[config.mk]
export PLATFORM = sky130hd
export DESIGN_NAME = rtc_counter_flat
export DESIGN_NICKNAME = d
export VERILOG_FILES = /design/src/rtl/rtc_counter_pkg.sv /design/src/rtl/rtc_counter_if.sv /design/src/rtl/rtc_counter_prescaler.sv /design/src/rtl/rtc_counter.sv /design/src/flat_wrapper.sv
export SDC_FILE = /design/constraint.sdc
export NUM_CORES = 1
export LEC_CHECK = 0
export ABC_AREA = 1
export BUFFER_PORTS_ARGS = -buffer_cell sky130_fd_sc_hd__buf_2
export CAP_MARGIN = 20
export CORE_MARGIN = 2
export CORE_UTILIZATION = 45
export CTS_BUF_LIST = sky130_fd_sc_hd__clkbuf_16
export DETAILED_ROUTE_END_ITERATION = 6
export PLACE_DENSITY = 0.66
export RECOVER_POWER = 50
export SYNTH_ARGS = -nofsm -noshare
export SYNTH_HDL_FRONTEND = slang
export SYNTH_SLANG_ARGS = --single-unit
[constraint.sdc]
create_clock -name hs_clk -period 2 [get_ports hs_clk]
set_input_delay 0 -clock hs_clk [delete_from_list [all_inputs] [get_ports hs_clk]]
set_output_delay 0 -clock hs_clk [all_outputs]
set_load 0.03 [all_outputs]
[src/rtl/rtc_counter_pkg.sv]
// Package rtc_pkg: shared types, limits and helpers for the real-time clock.
//   rtc_time_t  - packed time-of-day record (hour, min, sec, pm)
//   SEC_MAX, MIN_MAX, HOUR24_MAX, HOUR12_MAX - digit limits
//   time_legal  - range check applied to load requests
//   reset_time  - time value held while reset is asserted
package rtc_pkg;

   localparam logic [5:0] SEC_MAX    = 6'd59;
   localparam logic [5:0] MIN_MAX    = 6'd59;
   localparam logic [4:0] HOUR24_MAX = 5'd23;
   localparam logic [4:0] HOUR12_MAX = 5'd12;

   typedef struct packed {
      logic [4:0] hour;
      logic [5:0] min;
      logic [5:0] sec;
      logic       pm;
   } rtc_time_t;

   // 12-hour mode has no hour 0; 24-hour mode stops at 23.
   function automatic logic time_legal(input rtc_time_t t, input bit twelve_hr);
      logic hour_ok;
      if (twelve_hr) begin
         hour_ok = (t.hour >= 5'd1) && (t.hour <= HOUR12_MAX);
      end else begin
         hour_ok = (t.hour <= HOUR24_MAX);
      end
      return hour_ok && (t.min <= MIN_MAX) && (t.sec <= SEC_MAX);
   endfunction

   // Midnight: 00:00:00 in 24-hour mode, 12:00:00 AM in 12-hour mode.
   function automatic rtc_time_t reset_time(input bit twelve_hr);
      rtc_time_t t;
      t      = '0;
      t.hour = twelve_hr ? HOUR12_MAX : 5'd0;
      return t;
   endfunction

endpackage

[src/rtl/rtc_counter_if.sv]
// Interface rtc_counter_if: time-load handshake between a host and rtc_counter.
//   set_valid (host)  - load request
//   set_ready (clock) - load can be accepted
//   set_hour/set_min/set_sec/set_pm (host) - value to load
//   set_err   (clock) - one-cycle pulse after a rejected load
// Modports: master (host side), slave (clock side).
interface rtc_counter_if;

   logic       set_valid;
   logic       set_ready;
   logic [4:0] set_hour;
   logic [5:0] set_min;
   logic [5:0] set_sec;
   logic       set_pm;
   logic       set_err;

   modport master (
      output set_valid, set_hour, set_min, set_sec, set_pm,
      input  set_ready, set_err
   );

   modport slave (
      input  set_valid, set_hour, set_min, set_sec, set_pm,
      output set_ready, set_err
   );

endinterface

[src/rtl/rtc_counter_prescaler.sv]
// Module rtc_prescaler: divides hs_clk down to one-second ticks.
//   hs_clk   in  - clock
//   reset    in  - synchronous, active-high
//   enable   in  - count advances while high, frozen while low
//   clear    in  - force the count back to 0 (accepted time load)
//   sec_tick out - high in the cycle the count sits at TICKS_PER_SEC-1 and advances
//   dot      out - high for the first half of each second
module rtc_prescaler #(
   parameter int unsigned TICKS_PER_SEC = 50_000_000
) (
   input  logic hs_clk,
   input  logic reset,
   input  logic enable,
   input  logic clear,
   output logic sec_tick,
   output logic dot
);

   localparam int unsigned    CntW    = $clog2(TICKS_PER_SEC);
   localparam logic [CntW-1:0] CntMax  = CntW'(TICKS_PER_SEC - 1);
   localparam logic [CntW-1:0] CntHalf = CntW'(TICKS_PER_SEC / 2);

   logic [CntW-1:0] cnt_q, cnt_d;
   logic            at_max;

   assign at_max = (cnt_q == CntMax);

   always_comb begin
      cnt_d = cnt_q;
      if (reset || clear) begin
         cnt_d = '0;
      end else if (enable) begin
         cnt_d = at_max ? '0 : cnt_q + 1'b1;
      end
   end

   always_ff @(posedge hs_clk) begin
      cnt_q <= cnt_d;
   end

   // A load in the terminal cycle swallows the tick.
   assign sec_tick = enable & at_max & ~clear & ~reset;
   assign dot      = reset | (cnt_q < CntHalf);

endmodule

[src/rtl/rtc_counter.sv]
// Module rtc_counter: binary time-of-day clock with load port and optional alarm.
// Parameters:
//   TICKS_PER_SEC - hs_clk cycles per second (>= 2, even)
//   TWELVE_HR     - 0: hours 0..23, 1: hours 1..12 with AM/PM flag
// Ports:
//   hs_clk, reset (sync, active-high), enable (freezes time and prescaler when low)
//   set_bus       - rtc_counter_if.slave load handshake
//   hour/min/sec/pm - registered current time
//   dot           - half-second blink
//   sec_tick      - pulse in the cycle the time advances (new time shows next cycle)
//   day_wrap      - pulse, coincident with the new time, at midnight rollover
// Build option: define RTC_ALARM_EN to add alarm_arm/alarm_hour/alarm_min/alarm_pm
// inputs and the alarm output pulse.
module rtc_counter
   import rtc_pkg::*;
#(
   parameter int unsigned TICKS_PER_SEC = 50_000_000,
   parameter bit          TWELVE_HR     = 1'b0
) (
   input  logic         hs_clk,
   input  logic         reset,
   input  logic         enable,
   rtc_counter_if.slave set_bus,
   output logic [4:0]   hour,
   output logic [5:0]   min,
   output logic [5:0]   sec,
   output logic         pm,
   output logic         dot,
   output logic         sec_tick,
   output logic         day_wrap
`ifdef RTC_ALARM_EN
   ,
   input  logic         alarm_arm,
   input  logic [4:0]   alarm_hour,
   input  logic [5:0]   alarm_min,
   input  logic         alarm_pm,
   output logic         alarm
`endif
);

   rtc_time_t time_q, time_d;
   rtc_time_t load_time;
   rtc_time_t next_time;
   logic      rollover;
   logic      wrap_q, wrap_d;
   logic      err_q, err_d;
   logic      load_acc, load_legal, load_ok, load_bad;
   logic      tick;

   // ---------------------------------------------------------------- load port
   assign set_bus.set_ready = ~reset;
   assign set_bus.set_err   = err_q;

   always_comb begin
      load_time.hour = set_bus.set_hour;
      load_time.min  = set_bus.set_min;
      load_time.sec  = set_bus.set_sec;
      // 24-hour mode derives pm from the hour, so the stored flag stays 0.
      load_time.pm   = TWELVE_HR ? set_bus.set_pm : 1'b0;
   end

   assign load_acc   = set_bus.set_valid & set_bus.set_ready;
   assign load_legal = time_legal(load_time, TWELVE_HR);
   assign load_ok    = load_acc & load_legal;
   assign load_bad   = load_acc & ~load_legal;

   // ---------------------------------------------------------------- prescaler
   rtc_prescaler #(
      .TICKS_PER_SEC (TICKS_PER_SEC)
   ) u_prescaler (
      .hs_clk   (hs_clk),
      .reset    (reset),
      .enable   (enable),
      .clear    (load_ok),
      .sec_tick (tick),
      .dot      (dot)
   );

   // ---------------------------------------------------------------- increment
   always_comb begin
      next_time = time_q;
      rollover  = 1'b0;
      if (time_q.sec == SEC_MAX) begin
         next_time.sec = '0;
         if (time_q.min == MIN_MAX) begin
            next_time.min = '0;
            if (TWELVE_HR) begin
               if (time_q.hour == HOUR12_MAX) begin
                  next_time.hour = 5'd1;
               end else begin
                  next_time.hour = time_q.hour + 5'd1;
                  // 11 -> 12 flips the meridiem; only PM -> AM is a new day.
                  if (time_q.hour == HOUR12_MAX - 5'd1) begin
                     next_time.pm = ~time_q.pm;
                     rollover     = time_q.pm;
                  end
               end
            end else if (time_q.hour == HOUR24_MAX) begin
               next_time.hour = '0;
               rollover       = 1'b1;
            end else begin
               next_time.hour = time_q.hour + 5'd1;
            end
         end else begin
            next_time.min = time_q.min + 6'd1;
         end
      end else begin
         next_time.sec = time_q.sec + 6'd1;
      end
   end

   // ---------------------------------------------------------------- state
   always_comb begin
      time_d = time_q;
      wrap_d = 1'b0;
      err_d  = 1'b0;
      if (reset) begin
         time_d = reset_time(TWELVE_HR);
      end else if (load_ok) begin
         time_d = load_time;
      end else begin
         if (tick) begin
            time_d = next_time;
            wrap_d = rollover;
         end
         err_d = load_bad;
      end
   end

   always_ff @(posedge hs_clk) begin
      time_q <= time_d;
      wrap_q <= wrap_d;
      err_q  <= err_d;
   end

   assign hour     = time_q.hour;
   assign min      = time_q.min;
   assign sec      = time_q.sec;
   assign pm       = TWELVE_HR ? time_q.pm : (time_q.hour >= 5'd12);
   assign sec_tick = tick;
   assign day_wrap = wrap_q;

`ifdef RTC_ALARM_EN
   // ---------------------------------------------------------------- alarm
   logic alarm_q, alarm_d;

   // Only a tick can raise the alarm, so loading the alarm time stays silent.
   always_comb begin
      alarm_d = 1'b0;
      if (!reset && !load_ok && tick && alarm_arm &&
          (next_time.sec == 6'd0) &&
          (next_time.hour == alarm_hour) &&
          (next_time.min == alarm_min) &&
          (!TWELVE_HR || (next_time.pm == alarm_pm))) begin
         alarm_d = 1'b1;
      end
   end

   always_ff @(posedge hs_clk) begin
      alarm_q <= alarm_d;
   end

   assign alarm = alarm_q;
`endif

endmodule

[src/flat_wrapper.sv]
// flat-port wrapper written by rule: the top's interface ports become plain ports
module rtc_counter_flat import rtc_pkg::*;
#(
   parameter int unsigned TICKS_PER_SEC = 50_000_000,
   parameter bit          TWELVE_HR     = 1'b0
)
  (hs_clk, reset, enable, hour, min, sec, pm, dot, sec_tick, day_wrap, set_bus_set_valid, set_bus_set_hour, set_bus_set_min, set_bus_set_sec, set_bus_set_pm, set_bus_set_ready, set_bus_set_err);
  rtc_counter_if set_bus_i ();
  input  logic hs_clk;
  input  logic reset;
  input  logic enable;
  output logic [4:0] hour;
  output logic [5:0] min;
  output logic [5:0] sec;
  output logic pm;
  output logic dot;
  output logic sec_tick;
  output logic day_wrap;
  input wire logic [$bits(set_bus_i.set_valid)-1:0] set_bus_set_valid;
  input wire logic [$bits(set_bus_i.set_hour)-1:0] set_bus_set_hour;
  input wire logic [$bits(set_bus_i.set_min)-1:0] set_bus_set_min;
  input wire logic [$bits(set_bus_i.set_sec)-1:0] set_bus_set_sec;
  input wire logic [$bits(set_bus_i.set_pm)-1:0] set_bus_set_pm;
  output wire logic [$bits(set_bus_i.set_ready)-1:0] set_bus_set_ready;
  output wire logic [$bits(set_bus_i.set_err)-1:0] set_bus_set_err;
  assign set_bus_i.set_valid = set_bus_set_valid;
  assign set_bus_i.set_hour = set_bus_set_hour;
  assign set_bus_i.set_min = set_bus_set_min;
  assign set_bus_i.set_sec = set_bus_set_sec;
  assign set_bus_i.set_pm = set_bus_set_pm;
  assign set_bus_set_ready = set_bus_i.set_ready;
  assign set_bus_set_err = set_bus_i.set_err;
  rtc_counter #(.TICKS_PER_SEC(TICKS_PER_SEC), .TWELVE_HR(TWELVE_HR)) u_core (.hs_clk(hs_clk), .reset(reset), .enable(enable), .set_bus(set_bus_i), .hour(hour), .min(min), .sec(sec), .pm(pm), .dot(dot), .sec_tick(sec_tick), .day_wrap(day_wrap));
endmodule
==> run metrics, run 1 <==
vias per cell 5.011; GRT Residual Overflow 0; # H-tree levels 2; status finished clean; Tightest Pin Transition 0.5978 ns; Die Footprint just under 7000 µm²; syn_area_per_cell 6.354 µm²; hold_sp set_bus_set_sec[1]; Crit path arrival time 1.87 ns; reg2reg setup slack 0.27 ns; CP startpoint u_core.u_prescaler.cnt_q[0]$_SDFFE_PP0P_; Crit Path Class flop to output port; GPL Wtd Cong 0.8923; worst vdd ir ~0.35 mV; vias in the first global route between 2,000 and 3,000; I/O pins between 40 and 50; Starting Density 46.79%; worst r2r dst u_core.min[4]$_SDFFE_PP0P_; Nets about 500; Hold Fails Final Rpt 0; drc violations 0; TritonRoute pass-1 iters 5; antenna violations before repair 0; Yosys warnings 0; Initial DRC Count between 100 and 150; Resize count post-CTS 0; Max-slew headroom around three fifths; Max Slew Vio Count 0; vias roughly 2,800; TritonCTS Sinks 45; asr flop ratio synth 0%; largest net degree at the start of global routing 23; final cell count without fillers 557; worst-case reg-to-reg path depth 12; share of layout cells above drive strength 1 13.28%; Final Cell Area around 3200 µm²; # setup viols final 0; Worst Hold End u_core.sec[1]$_SDFFE_PP0P_; FP Rows 28; register area share after synthesis ~33%; Post-Syn Instances ~440; Port Buf Inserts 43; Leakage between 0.001 and 0.0015 µW; total wire length around 6500 µm; CTS hold repair buffers 0; Routed Antenna Nets 0; FF+latch count, synth 45; EDFF count, synth 0; DPL Wire Length ~5000 µm; Num CTS Buffers 5; Die W between 80 and 90 µm; Root Buffer Master clkbuf_16; Syn Nets 463; Core Util, Final between 50% and 60%; period utilization between 90% and 100%; Inserted Diodes 0; Placed Area 3070 µm²; crit path max fanout 8; Setup Buffers After CTS 0; pwr/cell area 593.0 nW/µm²; critical path startpoint category flop; CP required roughly 2.0 ns; max cap viols 0; area of the mapped netlist 2770 µm²; Worst-Skew Late Latency 0.28 ns; clk buf depth 2; fin crit period about 1.9 ns; post-placement cell count 550; Fmax around 540 MHz; CTS tree built; worst r2r src u_core.u_prescaler.cnt_q[0]$_SDFFE_PP0P_; Unique masters post-synth 37; Setup crit end kind output port; worst-case clock skew ~0.0050 ns; GRT Overall Usage 20.75%; final hold slack 0.05224 ns; Core Footprint ~5900 µm²; post-DR wirelength/cell between 10 and 15 µm; Main synth FF type dfxtp_1; hold depth 5; synth-to-layout area growth 14.86%; Die H around 82 µm; CTS clk-pin slew, worst paths ~0.06 ns; global-route wire length before repair around 11,000 µm; min-delay worst type input port to flop
==> registers in the layout, indices dropped and copies added, names as in the netlist <==
signal,flops
u_core.hour,5
u_core.day_wrap,1
u_core.sec,6
u_core.min,6
u_core.u_prescaler.cnt_q,26
u_core.set_bus.set_err,1
==> synth_stat cells (4+ instances only) <==
library cell	count	area share, %
nand2_2	5	1.1
nand2_1	113	15
nand4_1	7	1.6
inv_2	8	1.1
ha_1	5	2.3
inv_1	45	6.1
o21ai_0	20	3.6
nor3_1	15	2.7
dfxtp_1	45	33
xnor2_1	4	1.3
a21oi_1	22	4.0
nor2_1	71	9.6
nand3_1	33	6.0
xor2_1	6	1.9
==> routing by layer <==
metal / share of wire (%) / track usage [%]
met4: 1.1 / 5.833
met2: 44 / 33.15
met1: 50 / 28.62
met3: 5.1 / 3.696
met5: 0 / 0
==> worst max-delay path: stages, from the launching register on <==
cell and delay, ns:
dfxtp_1 0.37, ha_2 0.23, nand2_4 0.08, nor2_8 0.11, nand2_2 0.06, nor2_2 0.11, nand2_2 0.09, inv_2 0.10
nand2_2 0.15, inv_1 0.08, buf_2 0.19
==> power breakdown <==
part	internal (µW)	leakage (µW)	switching, µW	total, µW
combinational	68.2	0.000927	129	197
clock	447	0.0000685	320	767
sequential	909	0.000363	13.8	923
==> final cells by class <==
type / instances / area, µm²
Fill cell: 602 / 2739
Sequential cell: 45 / 900.9
Tap cell: 75 / 93.84
Timing Repair Buffer: 49 / 246.5
Multi-Input combinational cell: 328 / 1609
Inverter: 53 / 198.9
Clock buffer: 5 / 125.1
Clock inverter: 2 / 7.507
==> layout by cell type (no fill, tap or decap), drive strengths merged <==
master / instances
a21boi: 1
a21oi: 24
a31o: 1
a31oi: 2
buf: 28
clkbuf: 26
clkinv: 1
dfxtp: 45
ha: 5
inv: 54
nand2: 119
nand3: 34
nand4: 7
nor2: 78
nor3: 15
nor3b: 2
nor4: 1
o21a: 1
o21ai: 23
o21bai: 2
o221a: 1
o22ai: 1
or2: 1
xnor2: 4
xor2: 6
==> how the worst max path moves through the flow <==
stage                                                          end  slack, ns  cells after the start
after floorplan                        u_core.hour[4]$_SDFFE_PP0P_       0.26                      9
after CTS                                                 sec_tick       0.02                     10
after detailed placement                u_core.min[4]$_SDFFE_PP0P_       0.27                     12
after global routing                                      sec_tick     -0.003                     10
after global placement    u_core.u_prescaler.cnt_q[7]$_SDFFE_PP0P_       0.34                     10
final                                                     sec_tick       0.13                     10
==> per-stage QoR <==
stage	total power (µW)	TNS, ns	setup WS [ns]
global route	1968	-0.003120	-0.003120
detailed placement	1141	0	0.2700
floorplan	1080	0	0.2573
finish	1887	0	0.1347
global placement	1138	0	0.3394
CTS	1913	0	0.02273
==> kinds of logic after synthesis <==
kind of cell,share of synthesized area (%)
simple gates,40.70
buf+inv,9.575
compound gates,11.79
flops,32.52
xor+xnor,3.162
fa+ha+maj,2.258
No activity file was read; power rests on OpenSTA's default activity.
==> run 2: changes to the inputs <==
==> constraint.sdc (replaced) <==
create_clock -name hs_clk -period 2 [get_ports hs_clk]
set_input_delay 0 -clock hs_clk [delete_from_list [all_inputs] [get_ports hs_clk]]
set_output_delay 0 -clock hs_clk [all_outputs]
set_load 0.005 [all_outputs]
==> run 2 against run 1 <==
Net effect:
- sequential cell count is the same
- global-route usage unchanged
- combinational power shrank 9.6%
- utilization increased by 0.063 points
- sequential power about the same
- critical path depth unchanged
- via count shrank 0.57%
- routed wire length is 0.73% higher
- largest cell class unchanged
- largest power group unchanged
==> run metrics, run 2 (synthesized netlist as in run 1, its figures left out) <==
top routing layer used met4; Root Buffer Master clkbuf_16; Setup Buffers After CTS 0; total length of routed met2 wires slightly below 3000 µm; Resize count post-CTS 0; # setup viols final 0; number of flip-flops in the largest register 26; vias per cell 4.982; GRT Overall Usage between 20% and 30%; Nets between 500 and 600; Initial DRC Count 153; Hold Fails Final Rpt 0; Max Slew Vio Count 0; Crit Path Class flop to output port; Starting Density between 40% and 50%; Die W roughly 80 µm; TritonRoute pass-1 iters 4; Max-slew headroom just over 60%; Setup crit end kind output port; met3 routed WL around 270 µm; DPL Wire Length roughly 5000 µm; Die H between 80 and 90 µm; Critical Path End sec_tick; worst r2r dst u_core.min[4]$_SDFFE_PP0P_; setup TNS 0 ns; Leakage approximately 0.0014 µW; I/O pins 45; Port Buf Inserts 43; # H-tree levels 2; Worst-Skew Late Latency 0.28 ns; synth-to-layout area growth 15.00%; Core Footprint between 5000 and 6000 µm²; Tightest Pin Transition approximately 0.60 ns; total power between 1500 and 2000 µW; CP required approximately 2.0 ns; worst vdd ir between 0.3 and 0.4 mV; Clk pwr share roughly 41%; worst r2r src u_core.u_prescaler.cnt_q[0]$_SDFFE_PP0P_; reg2reg setup slack approximately 0.26 ns; FP Rows 28; drc violations 0; period utilization between 90% and 100%; Crit path arrival time ~1.8 ns; Fill cells ~600; antenna violations before repair 0; share of layout cells above drive strength 1 14.11%; status finished clean; worst-case clock skew approximately 0.0053 ns; Cell Int Power ~1400 µW; worst-case reg-to-reg path depth 12; largest net degree at the start of global routing 23; critical path startpoint category flop; global-route wire length before repair about 11,000 µm; crit path max fanout 8; most common cell after layout, fill and taps aside nand2_1; largest registers u_core.u_prescaler.cnt_q: 26 flops, u_core.min: 6 flops, u_core.sec: 6 flops; vias 2,775; Comb power frac a little under a tenth; max cap viols 0; Reg power frac roughly 50%; CTS hold repair buffers 0; fin crit period approximately 1.8 ns; Inserted Diodes 0; Routed Antenna Nets 0; CTS clk-pin slew, worst paths 0.06 ns; Biggest register u_core.u_prescaler.cnt_q; pwr/cell area 586.6 nW/µm²; clk buf depth 2; post-DR wirelength/cell between 10 and 15 µm; CTS tree built; Fmax ~560 MHz; CP startpoint u_core.u_prescaler.cnt_q[0]$_SDFFE_PP0P_; DRT met1 WL between 3000 and 4000 µm; sw frac 23.79%; RSZ-0062 raised after global routing no; min-delay worst type input port to flop; GPL Wtd Cong 0.8923; leading cell types in the layout, fill and taps excluded nand2_1, nor2_1, inv_1; Num CTS Buffers 5; GRT Residual Overflow 0; Die Footprint 6800 µm²; vias in the first global route about 2,500; TritonCTS Sinks 45; Sw Pwr around 440 µW; total wire length about 6500 µm
run 2: cell types whose count changed in the layout (fill, tap and decap cells not counted), sizes merged:
cell,delta
clkbuf,-5
buf,+5
run 2: power by group through the flow:
stage          clock [µW]  combinational, µW  sequential (µW)
2_1_floorplan           0                120              940
3_3_place_gp            0                177              941
3_5_place_dp            0                179              942
4_1_cts               792                180              922
5_1_grt               820                204              923
6_report              768                178              922
run 2: layer usage:
| metal | vias up | global-route usage [%] |
|---|---|---|
| met5 | - | 0 |
| met2 | 49 | 33.15 |
| li1 | 1481 | - |
| met4 | 0 | 5.833 |
| met1 | 1238 | 28.62 |
| met3 | 7 | 3.696 |
run 2: per-stage QoR:
step	setup slack (ns)	instances	util [%]	hold slack, ns	cell area (µm²)
2_1_floorplan	0.4500	436	-	0.2292	2770
3_3_place_gp	0.3394	550	51.86	0.3410	3070
3_5_place_dp	0.2700	550	51.86	0.3407	3070
4_1_cts	0.1075	557	54.10	0.03880	3203
5_1_grt	0.05907	557	53.80	0.1003	3186
6_report	0.1990	557	53.80	0.05371	3186
run 2: cell type report:
type	instances	area (µm²)	area share [%]
Tap cell	75	93.84	2.946
Clock buffer	5	125.1	3.928
Sequential cell	45	900.9	28.28
Timing Repair Buffer	49	252.7	7.934
Clock inverter	2	7.507	0.2357
Multi-Input combinational cell	328	1607	50.43
Inverter	53	198.9	6.245
run 2: critical path, stage by stage, from the launching register on:
cell and delay [ns]:
dfxtp_1 0.37, ha_1 0.24, nand2_4 0.09, nor2_8 0.11, nand2_2 0.06, nor2_2 0.11, nand2_2 0.09, inv_2 0.10
nand2_2 0.15, inv_1 0.08, buf_2 0.10
run 2: worst min path at each step:
stage	end	cells after the start	startpoint	slack, ns
5_1_grt	u_core.sec[1]$_SDFFE_PP0P_	5	set_bus_set_sec[1]	0.10
4_1_cts	u_core.sec[4]$_SDFFE_PP0P_	2	reset	0.04
3_3_place_gp	u_core.sec[5]$_SDFFE_PP0P_	2	reset	0.34
3_5_place_dp	u_core.sec[4]$_SDFFE_PP0P_	2	reset	0.34
2_1_floorplan	u_core.sec[1]$_SDFFE_PP0P_	4	set_bus_set_sec[1]	0.23
6_report	u_core.sec[1]$_SDFFE_PP0P_	5	set_bus_set_sec[1]	0.05
==> run 3: changes to the inputs <==
--- a/config.mk
+++ b/config.mk
@@ -12,8 +12,10 @@
 export CORE_UTILIZATION = 45
 export CTS_BUF_LIST = sky130_fd_sc_hd__clkbuf_16
 export DETAILED_ROUTE_END_ITERATION = 6
+export HOLD_SLACK_MARGIN = 0.03
 export PLACE_DENSITY = 0.66
 export RECOVER_POWER = 50
+export REMOVE_ABC_BUFFERS = 1
 export SYNTH_ARGS = -nofsm -noshare
 export SYNTH_HDL_FRONTEND = slang
 export SYNTH_SLANG_ARGS = --single-unit
==> run 3 against run 2 <==
Net effect:
- worst hold slack better by 0.0057 ns
- combinational power is essentially flat
- routed wire length fell by 5.3%
- global-route usage shrank 0.92 points
- critical path depth stayed put
- final cell count is 0.18% lower
- non-clock buffer count shrank 1
- clock power up 18%
- first-iteration DRC count shrank 29%
==> run metrics, run 3 (synthesized netlist as in run 1, its figures left out) <==
worst-case clock skew approximately 0.0062 ns; Nets 508; Placed Area 3063 µm²; Die H 82.46 µm; Leakage between 0.001 and 0.0015 µW; leading cell types in the layout, fill and taps excluded nand2_1, nor2_1, inv_1, dfxtp_1, nand3_1; TritonRoute pass-1 iters 4; Num CTS Buffers 5; Starting Density a little under half; worst-case reg-to-reg path depth 12; Max-slew headroom 57.58%; period utilization between 90% and 100%; RSZ-0062 raised after global routing no; Max Slew Vio Count 0; CTS hold repair buffers 0; clk buf depth 2; Root Buffer Master clkbuf_16; Biggest register u_core.u_prescaler.cnt_q; status finished clean; Core Util, Final 54.18%; Multi-input gate area approximately 1600 µm²; Crit path arrival time ~1.8 ns; number of flip-flops in the largest register 26; Setup crit end kind output port; total wire length between 6000 and 7000 µm; reg2reg setup slack roughly 0.20 ns; GRT Overall Usage 19.83%; Die Footprint roughly 6800 µm²; GRT Residual Overflow 0; CTS clk-pin slew, worst paths about 0.06 ns; Setup Buffers After CTS 0; Crit Path Class flop to output port; Initial DRC Count around 110; final hold slack a little under 0.06 ns; Fill cells a little over 600; post-DR wirelength/cell around 11 µm; GPL Wtd Cong 0.8776; # H-tree levels 2; antenna violations before repair 0; Die W ~82 µm; vias in the first global route 2,392; storage element area approximately 900 µm²; synth-to-layout area growth 15.81%; Hold Fails Final Rpt 0; FP Rows 28; max cap viols 0; Resize count post-CTS 0; CP required around 2.0 ns; DPL Wire Length 4618 µm; final cell count without fillers about 560; TritonCTS Sinks 45; CTS tree built; share of layout cells above drive strength 1 14.97%; drc violations 0; # setup viols final 0; largest registers u_core.u_prescaler.cnt_q: 26 flops, u_core.min: 6 flops, u_core.sec: 6 flops; vias per cell slightly below 5; Inserted Diodes 0; crit path max fanout 8; setup TNS 0 ns; hold depth 5; Core Footprint 5921 µm²; pwr/cell area 624.6 nW/µm²; Tightest Pin Transition about 0.64 ns; I/O pins 45; Worst-Skew Late Latency around 0.28 ns; Final Cell Area between 3000 and 4000 µm²; fin crit period around 1.8 ns; most common cell after layout, fill and taps aside nand2_1; vias about 2,700; largest net degree at the start of global routing 17; worst vdd ir between 0.3 and 0.4 mV; critical path startpoint category flop; min-delay worst type input port to flop; Routed Antenna Nets 0; post-placement cell count ~550; global-route wire length before repair 10,620 µm; Port Buf Inserts 43; Fmax between 500 and 600 MHz
## run 3: path summary, 6_finish.rpt
path / start / end
worst max-delay path: u_core.u_prescaler.cnt_q[0]$_SDFFE_PP0P_ / sec_tick
worst min-delay path: set_bus_set_sec[1] / u_core.sec[1]$_SDFFE_PP0P_
worst max register to register: u_core.u_prescaler.cnt_q[0]$_SDFFE_PP0P_ / u_core.hour[4]$_SDFFE_PP0P_
worst min register to register: u_core.u_prescaler.cnt_q[0]$_SDFFE_PP0P_ / u_core.u_prescaler.cnt_q[0]$_SDFFE_PP0P_
## run 3: final cells by class
class / count / area share, %
repair buffers: 48 / 7.800
well taps: 75 / 2.925
multi-input cells: 328 / 50.00
clock buffers: 5 / 3.900
inverters: 53 / 6.201
flip-flops and latches: 45 / 28.08
clock inverters: 2 / 1.092
## run 3: power by group
group | total [µW] | switching, µW | internal (µW)
sequential | 922 | 13.0 | 909
clock | 907 | 327 | 580
combinational | 175 | 107 | 68.4
total | 2000 | 447 | 1560
## run 3: metrics by stage
step           total power, µW  setup slack [ns]
2_1_floorplan             1042            0.3360
3_3_place_gp              1117            0.2388
3_5_place_dp              1119            0.1846
4_1_cts                   2040            0.1697
5_1_grt                   2106           0.01905
6_report                  2004            0.1987
## run 3: per-layer routing
layer,GRT usage (%),share of wire [%]
met1,25.83,49
met2,33.79,45
met3,3.804,5.2
met4,4.500,0.37
met5,0,0
## run 3: critical path: stages (launching register included)
cell	delay, ns
dfxtp_1	0.37
ha_1	0.23
nand2_4	0.09
nor2_8	0.12
nand2_2	0.06
nor2_2	0.11
nand2_2	0.09
inv_2	0.08
nand2_1	0.19
inv_1	0.09
buf_2	0.11
